### src/rtl/uart_rx_os.sv
// Oversampling UART receiver: 8N1, LSB first, idle-high line.
// Start, data and stop bits are each resolved by a 3-sample majority vote
// ending at the nominal mid-bit. The received byte is held in a one-entry
// buffer with a valid/ack handshake. Framing errors and overruns are flagged.
//
//   state   | meaning
//   --------+-----------------------------------------------------------
//   S_IDLE  | line idle, waiting for rx_s = 0
//   S_START | timing half a bit, then validating the start bit
//   S_DATA  | sampling 8 data bits, LSB first
//   S_STOP  | sampling the stop bit, delivering the byte or flagging error
//   S_BREAK | stop bit was 0, waiting for the line to return high
module uart_rx_os #(
    parameter int CLKS_PER_BIT = 16
) (
    input  logic       clk,
    input  logic       rst_n,
    input  logic       rx,
    input  logic       rd_ack,
    output logic [7:0] rxout,
    output logic       rx_valid,
    output logic       rxdone,
    output logic       frame_err,
    output logic       overrun,
    output logic       busy
);

    localparam int CW = $clog2(CLKS_PER_BIT);
    // Down-counter reload values; the sample point is where the count hits 0.
    localparam logic [CW-1:0] HALF_LOAD = CW'(CLKS_PER_BIT / 2 - 1);
    localparam logic [CW-1:0] BIT_LOAD  = CW'(CLKS_PER_BIT - 1);
    localparam logic [CW-1:0] CNT_ONE   = CW'(1);

    typedef enum logic [2:0] {
        S_IDLE,
        S_START,
        S_DATA,
        S_STOP,
        S_BREAK
    } state_t;

    state_t      state_q, state_d;
    logic        rx_meta_q, rx_meta_d;
    logic        rx_s_q, rx_s_d;
    logic [1:0]  hist_q, hist_d;
    logic [CW-1:0] cnt_q, cnt_d;
    logic [2:0]  bit_idx_q, bit_idx_d;
    logic [7:0]  shift_q, shift_d;
    logic [7:0]  rxout_q, rxout_d;
    logic        rx_valid_q, rx_valid_d;
    logic        rxdone_q, rxdone_d;
    logic        frame_err_q, frame_err_d;
    logic        overrun_q, overrun_d;

    logic        vote;
    logic        cnt_tc;

    // Majority of rx_s at sample point -2, -1 and 0 (hist_q holds the two previous samples).
    assign vote   = (hist_q[1] & hist_q[0]) | (hist_q[1] & rx_s_q) | (hist_q[0] & rx_s_q);
    assign cnt_tc = (cnt_q == '0);

    // All state registers; synchronizer and history reset to the idle-high level.
    always_ff @(posedge clk or negedge rst_n) begin
        if (!rst_n) begin
            state_q     <= S_IDLE;
            rx_meta_q   <= 1'b1;
            rx_s_q      <= 1'b1;
            hist_q      <= 2'b11;
            cnt_q       <= '0;
            bit_idx_q   <= 3'd0;
            shift_q     <= 8'h00;
            rxout_q     <= 8'h00;
            rx_valid_q  <= 1'b0;
            rxdone_q    <= 1'b0;
            frame_err_q <= 1'b0;
            overrun_q   <= 1'b0;
        end else begin
            state_q     <= state_d;
            rx_meta_q   <= rx_meta_d;
            rx_s_q      <= rx_s_d;
            hist_q      <= hist_d;
            cnt_q       <= cnt_d;
            bit_idx_q   <= bit_idx_d;
            shift_q     <= shift_d;
            rxout_q     <= rxout_d;
            rx_valid_q  <= rx_valid_d;
            rxdone_q    <= rxdone_d;
            frame_err_q <= frame_err_d;
            overrun_q   <= overrun_d;
        end
    end

    // Next-state, bit timing, shifting and the delivery/handshake logic.
    always_comb begin
        state_d     = state_q;
        rx_meta_d   = rx;
        rx_s_d      = rx_meta_q;
        hist_d      = {hist_q[0], rx_s_q};
        cnt_d       = cnt_q;
        bit_idx_d   = bit_idx_q;
        shift_d     = shift_q;
        rxout_d     = rxout_q;
        rx_valid_d  = rx_valid_q;
        rxdone_d    = 1'b0;
        frame_err_d = 1'b0;
        overrun_d   = overrun_q;

        // The consumer ack is applied first so a same-cycle delivery can override rx_valid.
        if (rx_valid_q && rd_ack) begin
            rx_valid_d = 1'b0;
            overrun_d  = 1'b0;
        end

        case (state_q)
            S_IDLE: begin
                if (!rx_s_q) begin
                    state_d = S_START;
                    cnt_d   = HALF_LOAD;
                end
            end
            S_START: begin
                if (cnt_tc) begin
                    if (vote) begin
                        state_d = S_IDLE;
                    end else begin
                        state_d   = S_DATA;
                        cnt_d     = BIT_LOAD;
                        bit_idx_d = 3'd0;
                    end
                end else begin
                    cnt_d = cnt_q - CNT_ONE;
                end
            end
            S_DATA: begin
                if (cnt_tc) begin
                    shift_d   = {vote, shift_q[7:1]};
                    cnt_d     = BIT_LOAD;
                    bit_idx_d = bit_idx_q + 3'd1;
                    if (bit_idx_q == 3'd7) begin
                        state_d = S_STOP;
                    end
                end else begin
                    cnt_d = cnt_q - CNT_ONE;
                end
            end
            S_STOP: begin
                if (cnt_tc) begin
                    if (vote) begin
                        state_d = S_IDLE;
                        if (!rx_valid_q || rd_ack) begin
                            rxout_d    = shift_q;
                            rx_valid_d = 1'b1;
                            rxdone_d   = 1'b1;
                        end else begin
                            overrun_d = 1'b1;
                        end
                    end else begin
                        state_d     = S_BREAK;
                        frame_err_d = 1'b1;
                    end
                end else begin
                    cnt_d = cnt_q - CNT_ONE;
                end
            end
            S_BREAK: begin
                if (rx_s_q) begin
                    state_d = S_IDLE;
                end
            end
            default: begin
                state_d = S_IDLE;
            end
        endcase
    end

    assign rxout     = rxout_q;
    assign rx_valid  = rx_valid_q;
    assign rxdone    = rxdone_q;
    assign frame_err = frame_err_q;
    assign overrun   = overrun_q;
    assign busy      = (state_q != S_IDLE);

endmodule

### config.mk
export PLATFORM = sky130hd
export DESIGN_NAME = uart_rx_os
export DESIGN_NICKNAME = d
export VERILOG_FILES = /design/src/rtl/uart_rx_os.sv
export SDC_FILE = /design/constraint.sdc
export NUM_CORES = 1
export LEC_CHECK = 0
export ABC_AREA = 1
export ABC_CLOCK_PERIOD_IN_PS = 3700
export CAP_MARGIN = 15
export CORE_MARGIN = 3
export CORE_UTILIZATION = 25
export DETAILED_ROUTE_END_ITERATION = 7
export PLACE_DENSITY_LB_ADDON = 0.08
export SLEW_MARGIN = 10
export SYNTH_ARGS = -nofsm -noshare
export SYNTH_HDL_FRONTEND = slang
export SYNTH_SLANG_ARGS = --single-unit
### constraint.sdc
create_clock -name clk -period 3.7 [get_ports clk]
set_input_delay 0.37 -clock clk [delete_from_list [all_inputs] [get_ports clk]]
set_output_delay 0.37 -clock clk [all_outputs]
set_load 0.02 [all_outputs]
==> metrics.yaml, run 1 <==
clocking:
  clock_latency_ns: 0.29
  root_buffer: "clkbuf_8"
  clockBufferDepth: 2
  cts_tree: "built"
  clkSinkCount: 34
  path_clk_slew_ns: 0.07
  holdBufCountCts: 0
  numCtsBuffers: 5
  cts_max_level: 2
  post_cts_buffers: 0
  cts-resized-gates: 0
sta:
  slew_headroom: 0.7096
  fmax_mhz: 509.9
  finalCritPeriodShare: 0.5301
  fin_worst_skew_ns: 0.006642
  totalNegativeSetupSlack_ns: 0
  hold_viol: 0
  min_period_ns: 1.961
  rsz0062_at_grt: "no"
  tightest_slew_ns: 0.4356
  fin_hold_ws_ns: 0.3583
  fin_ws_ns: 1.739
  report.final.slew_viol_count: 0
  setup_viol_count_final: 0
synth:
  syn-num-nets: 186
  synth.cell_area_um2: 1587
  yosys-top-cells-area: "dfrtp_1 (47%), nand2_1 (12%), dfstp_2 (6.6%)"
  synth_common_cells: "nand2_1 (52), dfrtp_1 (30), inv_1 (21), nor2_1 (14), nand3_1 (10)"
  post-synth-top-area-fraction: 0.4732
  synthesis.instances: 178
  yosysWarnings: 0
  ys_seq_area_frac: 0.5394
  synthDistinctLibCells: 23
  yosysMostFrequentCell: "nand2_1"
  synth_edf_count: 0
  synth_flop_cell: "dfrtp_1"
  ys_ff_latch: 34
  synth_largest_area_cell: "dfrtp_1"
  ys_async_sr_fraction: 1.000
  syn_avg_cell_area_um2: 8.913
routing:
  vias: 1162
  drt_pass1_iterations: 4
  antenna_left: 0
  avgViaCountPerCell: 4.210
  drt_iter0_drc: 76
  post-route-drc-count: 0
  post_drt_wl_per_cell_um: 10.61
  drt-total-wl_mm: 2.927
min_path:
  hold_path_class: "flip-flop to flip-flop"
outcome:
  status: "finished, final reports clean"
floorplan:
  fp-row-count: 28
  die_w_um: 85.66
  start_util: 0.2633
  io_pins: 17
  die_area_um2: 7338
  floorplan.core_area_um2: 6026
  fp.dieH_um: 85.66
critical_path:
  critPathLaunchType: "flip-flop"
  required_ns: 3.33
  crit_type: "flip-flop to output port"
  cp_max_fo: 6
  critPathCaptureType: "output port"
  cp.arrival_ns: 1.59
grt:
  grt_max_degree: 35
  grt_pass1_wl_mm: 5.409
  grt_pass1_vias: 1141
  grt_overflow: 0
  antenna_found_initial: 0
  grtUsageTotal: 0.09308
placement:
  placedCellCount: 268
  portBuffers: 16
  pre_cts_ws_ns: 2.047
  gp_congestion: 0.7488
  hpwlAfterDp_mm: 2.066
cells_and_area:
  n_antenna_cell: 0
  instances_no_fill: 276
  nFillCells: 637
  regArea_um2: 855.8
  syn2layout_area_growth_pct: 22.00
  multi_input_comb_area_um2: 621.8
  drive_gt1_frac: 0.1542
  fin_nets: 208
pwr:
  p_leak_uw: 0.0009278
  vdd_ir_drop_max_uv: 190.7
  powerDensity_nw_per_um2: 603.2
  finalPower_uw: 1168
run:
  drv_cap: 0
==> layout make-up <==
type	instances	area share
clock inverter	1	0.01551
multi-input combinational	118	0.3213
timing repair buffer	17	0.08662
clock buffer	7	0.03943
sequential	34	0.4421
tap	75	0.04848
inverter	24	0.04654
==> kinds of logic after synthesis <==
| logic type | share of synthesized area |
|---|---|
| fa+ha+maj | 0.03155 |
| flops | 0.5394 |
| xor+xnor | 0.005522 |
| simple gates | 0.2445 |
| buf+inv | 0.06862 |
| compound gates | 0.1104 |
==> power by group <==
part	switching, uW	internal (uW)
logic	212	130
registers	54.2	432
clock network	137	202
==> registers in the layout, indices dropped and copies added, names as in the netlist <==
signal and cells:
rx_meta_q 1, rxout 8, hist_q 2, rxdone 1, shift_q 8, overrun 1
frame_err 1, state_q 3, rx_s_q 1, cnt_q 4, rx_valid 1, bit_idx_q 3
==> critical path, cell delays in order, from the launching register on <==
cell,delay (ns)
dfrtp_1,0.43
nor2_1,0.24
nand2_1,0.09
clkdlybuf4s50_1,0.54
==> layer usage <==
| layer | part of all wire | global-route usage | vias to the layer above |
|---|---|---|---|
| li1 | - | - | 598 |
| met1 | 0.50 | 0.1239 | 538 |
| met2 | 0.43 | 0.1349 | 19 |
| met3 | 0.045 | 0.03266 | 7 |
| met4 | 0.021 | 0.04317 | 0 |
| met5 | 0 | 0 | - |
==> cells in the final DEF, fill, tap and decap left out <==
master,count
nand2_1,52
dfrtp_1,30
inv_1,21
clkdlybuf4s50_1,16
nor2_1,14
nand3_1,10
o21ai_0,8
o21ai_1,7
o21ai_2,7
clkbuf_8,5
ha_1,4
dfstp_2,4
inv_2,3
nand2_2,3
a21oi_1,3
nor2_4,2
nand2_4,2
clkbuf_1,2
a21boi_0,1
nor2_2,1
a21oi_2,1
nor2_8,1
o21bai_1,1
xnor2_1,1
bufinv_16,1
buf_4,1
==> stage by stage <==
stage,utilization,area [um2]
6_report,0.3212,1936
5_1_grt,0.3212,1936
4_1_cts,0.3212,1936
3_5_place_dp,0.3036,1829
3_3_place_gp,0.3036,1829
2_1_floorplan,-,1587
==> path summary, 6_finish.rpt <==
path,to,cells after the start,from,slack (ns)
max reg2reg,rxout[7]$_DFFE_PN0P_,9,cnt_q[0]$_DFFE_PN0P_,2.07
max in group asynchronous,rx_meta_q$_DFF_PN1_,2,rst_n,2.87
min in group asynchronous,shift_q[0]$_DFFE_PN0P_,2,rst_n,0.50
max,busy,3,state_q[0]$_DFFE_PN0P_,1.74
min reg2reg,rx_s_q$_DFF_PN1_,0,rx_meta_q$_DFF_PN1_,0.36
min,rx_s_q$_DFF_PN1_,0,rx_meta_q$_DFF_PN1_,0.36
Note: power is estimated with default switching activity, not from simulation.
==> run 2: changes to the inputs <==
--- a/config.mk
+++ b/config.mk
@@ -6,7 +6,7 @@
 export NUM_CORES = 1
 export LEC_CHECK = 0
 export ABC_AREA = 1
-export ABC_CLOCK_PERIOD_IN_PS = 3700
+export ABC_CLOCK_PERIOD_IN_PS = 2000
 export CAP_MARGIN = 15
 export CORE_MARGIN = 3
 export CORE_UTILIZATION = 25
==> constraint.sdc (replaced) <==
create_clock -name clk -period 2 [get_ports clk]
set_input_delay 0.2 -clock clk [delete_from_list [all_inputs] [get_ports clk]]
set_output_delay 0.2 -clock clk [all_outputs]
set_load 0.02 [all_outputs]
==> run 2 against run 1 <==
  * Routed wire length decreased by 0.44%
  * Setup slack got worse by 1.5 ns
  * Critical endpoint unchanged
  * Sequential share of layout area decreased by 0.17 points
  * Combinational power increased by 85%
  * Critical path type unchanged
==> metrics.yaml, run 2 (synthesis results as in run 1) <==
floorplan:
  die_w_um: 85.66  # unchanged
  die_area_um2: 7338  # unchanged
  io_pins: 17  # unchanged
  fp.dieH_um: 85.66  # unchanged
  floorplan.core_area_um2: 6026  # unchanged
  fp-row-count: 28  # unchanged
  start_util: 0.2633  # unchanged
critical_path:
  critPathCaptureType: "output port"
  reg2reg_setup_slack_ns: 0.40  # -1.67 ns
  max_stage_delay_ns: 0.55  # about the same
  critPathLaunchType: "flip-flop"
  cp.arrival_ns: 1.60  # about the same
  required_ns: 1.80  # -1.53 ns
  r2r_start: "cnt_q[0]$_DFFE_PN0P_"
  crit_type: "flip-flop to output port"
  slowest_stage: "clkdlybuf4s50_1"
  cp_max_fo: 6  # unchanged
  crit_chain: "nor2_1, nand2_1, clkdlybuf4s50_1"
  rr_endpoint: "rxout[5]$_DFFE_PN0P_"
  rr_worst_depth: 9  # unchanged
placement:
  place_area_um2: 1837  # +0.41%
  pre_cts_ws_ns: 0.3725  # -1.675 ns
  gp_congestion: 0.7323  # -2.2%
  portBuffers: 16  # unchanged
  hpwlAfterDp_mm: 2.075  # +0.40%
cells_and_area:
  nFillCells: 652  # +2.4%
  syn2layout_area_growth_pct: 22.48
  stdcell_area_um2: 1943  # +0.39%
  final_common_cell: "nand2_1"
  layout_common_cells: "nand2_1 (52), dfrtp_1 (30), inv_1 (21)"
  drive_gt1_frac: 0.1584  # +0.004187
  fin_nets: 209  # +0.48%
  n_antenna_cell: 0  # unchanged
routing:
  avgViaCountPerCell: 4.177  # -0.79%
  post_drt_wl_per_cell_um: 10.52  # -0.80%
  drt_pass1_iterations: 4  # unchanged
  drt-total-wl_mm: 2.914  # -0.44%
  drt_iter0_drc: 46  # -39%
  vias: 1157  # -0.43%
  antenna_left: 0  # unchanged
  post-route-drc-count: 0  # unchanged
min_path:
  holdCritStartpoint: "rx"
  holdPathStages: 1  # +1
  min_to: "rx_meta_q$_DFF_PN1_"
  hold_path_class: "primary input to flip-flop"
sta:
  rsz0062_at_grt: "no"
  fin_ws_ns: 0.2042  # -1.535 ns
  report.final.slew_viol_count: 0  # unchanged
  fmax_mhz: 556.9
  totalNegativeSetupSlack_ns: 0  # unchanged
  min_period_ns: 1.796
  hold_viol: 0  # unchanged
  finalCritPeriodShare: 0.8979
  slew_headroom: 0.7102  # about the same
  setup_viol_count_final: 0  # unchanged
  tightest_slew_ns: 0.4346  # -0.0009964 ns
  fin_worst_skew_ns: 0.007604  # +0.0009616 ns
pwr:
  p_leak_uw: 0.0009326  # +0.52%
  powerDensity_nw_per_um2: 1106  # +83%
  vdd_ir_drop_max_uv: 381.4  # +100%
clocking:
  cts-resized-gates: 0  # unchanged
  path_clk_slew_ns: 0.07  # about the same
  clkSinkCount: 34  # unchanged
  root_buffer: "clkbuf_8"
  holdBufCountCts: 0  # unchanged
  clockBufferDepth: 2  # unchanged
  clock_latency_ns: 0.28  # about the same
  post_cts_buffers: 0  # unchanged
  numCtsBuffers: 5  # unchanged
  cts_max_level: 2  # unchanged
  cts_tree: "built"
grt:
  grt_max_degree: 35  # unchanged
  grtUsageTotal: 0.09367  # +0.0005904
  grt_pass1_vias: 1148  # +0.61%
  grt_overflow: 0  # unchanged
  grt_pass1_wl_mm: 5.347  # -1.1%
  antenna_found_initial: 0  # unchanged
outcome:
  status: "finished, final reports clean"
run:
  drv_cap: 0  # unchanged
run 2: cell types whose count changed in the layout (fill, tap and decap cells not counted):
cell   previous run  this run
buf_4             1         2
run 2: final cells by class:
type                       count  area, um2  area share
tap                           75      93.84     0.04829
clock buffer                   7      76.32     0.03928
inverter                      24      90.09     0.04636
clock inverter                 1      30.03     0.01545
timing repair buffer          18      175.2     0.09015
sequential                    34      855.8      0.4404
multi-input combinational    118      621.8      0.3200
run 2: worst max path at each step:
stage | startpoint | endpoint | slack, ns | cells past startpoint
after floorplan | cnt_q[0]$_DFFE_PN0P_ | rxout[6]$_DFFE_PN0P_ | 0.47 | 10
after global placement | cnt_q[0]$_DFFE_PN0P_ | rxout[7]$_DFFE_PN0P_ | 0.42 | 9
after detailed placement | cnt_q[0]$_DFFE_PN0P_ | rxout[3]$_DFFE_PN0P_ | 0.37 | 9
after CTS | state_q[0]$_DFFE_PN0P_ | busy | 0.19 | 3
after global routing | state_q[1]$_DFFE_PN0P_ | busy | 0.13 | 3
final | state_q[0]$_DFFE_PN0P_ | busy | 0.20 | 3
run 2: report_power, final:
part	switching [uW]	total [uW]	internal [uW]
registers	101	901	800
clock network	241	614	373
logic	391	634	243
total	733	2150	1420
run 2: through the flow:
stage	hold WS, ns	std cells	power (uW)	util
after floorplan	-0.09559	178	1379	-
after global placement	0.3526	269	1542	0.3048
after detailed placement	0.3494	269	1552	0.3048
after CTS	0.3083	277	2184	0.3225
after global routing	0.2987	277	2345	0.3225
final	0.3187	277	2149	0.3225
run 2: worst max-delay path, delay by kind of cell, from the launching register on:
kind	cells	cell delay [ns]
buffers and inverters	1	0.55
DFF	1	0.43
and+or+nand+nor	2	0.34
run 2: per-layer routing:
layer / part of all wire / routed length, um / global-route usage
met2: 0.45 / 1304 / 0.1405
met1: 0.49 / 1438 / 0.1228
met3: 0.050 / 145 / 0.03554
met5: 0 / 0 / 0
met4: 0.0086 / 25 / 0.03453
==> run 3: changes to the inputs <==
--- a/config.mk
+++ b/config.mk
@@ -12,7 +12,7 @@
 export CORE_UTILIZATION = 25
 export DETAILED_ROUTE_END_ITERATION = 7
 export PLACE_DENSITY_LB_ADDON = 0.08
-export SLEW_MARGIN = 10
+export SLEW_MARGIN = 20
 export SYNTH_ARGS = -nofsm -noshare
 export SYNTH_HDL_FRONTEND = slang
 export SYNTH_SLANG_ARGS = --single-unit
==> results of run 3 <==
Same layout as run 2: the final DEF is identical, and so are final timing and power.
==> variant: new RTL, flow settings as in run 2 <==
The parameter `CLKS_PER_BIT` goes from 16 to 32.
--- a/src/rtl/uart_rx_os.sv
+++ b/src/rtl/uart_rx_os.sv
@@ -11,7 +11,7 @@
 //   S_STOP  | sampling the stop bit, delivering the byte or flagging error
 //   S_BREAK | stop bit was 0, waiting for the line to return high
 module uart_rx_os #(
-    parameter int CLKS_PER_BIT = 16
+    parameter int CLKS_PER_BIT = 32
 ) (
     input  logic       clk,
     input  logic       rst_n,
Behaviour: no difference found for any inputs over 10 cycles, from zero or initial values and one cycle with rst_n low; that may be too few to reach the edited logic, so the function may still have changed.
==> variant against run 2 <==
- cell area grew 4.7%
- count of clock-buffer cells in the layout down 1
- synthesized area up 4.4%
- sequential cell count up 1
- setup slack gained 0.035 ns
- wire length is 11% higher
- power increased by 1.7%
==> variant: results (changes against run 2) <==
status=complete, no violations; Final Util=0.319 (-0.00389); FF-to-FF path depth=8 (-1); post-synth cell types=21 (-8.7%); Post-Place Cells=288 (+7.1%); flop-to-flop setup slack=0.36 ns (-0.04 ns); wire length per cell=10.9 um (+3.5%); initial DRC count=39 (-15%); crit-path max FO=5 (-1); PortBufs=16 (unchanged); Synth area leaders=dfrtp_1, nand2_1, dfstp_2, inv_1, o21ai_2; layout cell share with drive strength beyond 1=0.145 (-0.0130); Nets=227 (+8.6%); largest net degree at the start of global routing=17 (-51%); Synth top cells by count=nand2_1, dfrtp_1, inv_1; DP HPWL=2450 um (+18%); most numerous cell in the Yosys netlist=nand2_1; Via Count=1,245 (+7.6%); CTS Hold Bufs=1 (+1); Syn Nets=203 (+9.1%); Slew HR=0.754 (+0.0439); clk_skew=0.00472 ns (-0.00289 ns); CP arrival=1.56 ns (-0.04 ns); Static Leak=0.997 nW (+6.9%); Place WS=0.347 ns (-0.0257 ns); f_max=568 MHz (+2.0%); Syn Area/Cell=8.50 um2 (-4.7%); synth warn=0 (unchanged); root buffer cell=clkbuf_8; Final GP Congestion=0.756 (+3.3%); global-route wire length before repair=5930 um (+11%); Post-synth ARST share=1.00 (unchanged); Non-Filler Instances=297 (+7.2%); R2R Path End=shift_q[7]; worst vdd ir=0.484 mV (+27%); number of fill cells in the layout=691 (+6.0%); Seq/Total Area, Yosys=0.532 (-0.00771); Overall Global Routing Usage=0.0997 (+0.00603); vias in the first global route=1,304 (+14%); first drt pass iteration count=4 (unchanged); Switch Pwr=0.745 mW (+1.6%); worst r2r src=cnt_q[0]; area of placed instances=1910 um2 (+3.8%)
==> variant: cells by family after synthesis <==
logic type / share of synthesized area
XOR/XNOR: 0.00529
buffers and inverters: 0.0687
flip-flops: 0.532
AND/OR/NAND/NOR: 0.283
AO/OA/AOI/OAI: 0.0808
adder cells (fa/ha/maj): 0.0302
==> variant: power by group through the flow <==
stage          Clock [mW]  Sequential, mW  Combinational, mW
2_1_floorplan           0           0.893              0.480
3_3_place_gp            0           0.914              0.666
3_5_place_dp            0           0.907              0.646
4_1_cts             0.689           0.894              0.650
5_1_grt             0.723           0.910              0.752
6_report            0.653           0.897              0.636
==> variant: worst min path at each step <==
| stage | startpoint | to | slack (ns) | cells after the start |
|---|---|---|---|---|
| after floorplan | rst_n | bit_idx_q[0] | -0.1 | 0 |
| after global placement | rst_n | overrun | 0.14 | 1 |
| after detailed placement | rst_n | rxdone | 0.14 | 1 |
| after CTS | rx | rx_meta_q | 0.32 | 1 |
| after global routing | rx | rx_meta_q | 0.32 | 1 |
| final | rx | rx_meta_q | 0.33 | 1 |
==> variant: critical path, stage by stage, from the launching register on <==
cell	delay (ns)
dfrtp_1	0.44
nor2_1	0.23
nand2_1	0.07
clkdlybuf4s50_1	0.54
==> variant: area by class of cell <==
type	count	area, um2	area share
Inverter	24	90.1	0.0443
Tap cell	77	96.3	0.0474
Timing Repair Buffer	20	188	0.0923
Sequential cell	35	881	0.433
Multi-Input combinational cell	133	662	0.325
Clock inverter	2	35.0	0.0172
Clock buffer	6	82.6	0.0406
==> variant: layer usage <==
layer	track usage	vias to the layer above	share of wire
met4	0.0460	0	0.018
met1	0.133	563	0.52
met3	0.0312	7	0.043
li1	-	656	-
met2	0.146	19	0.42
met5	0	-	0
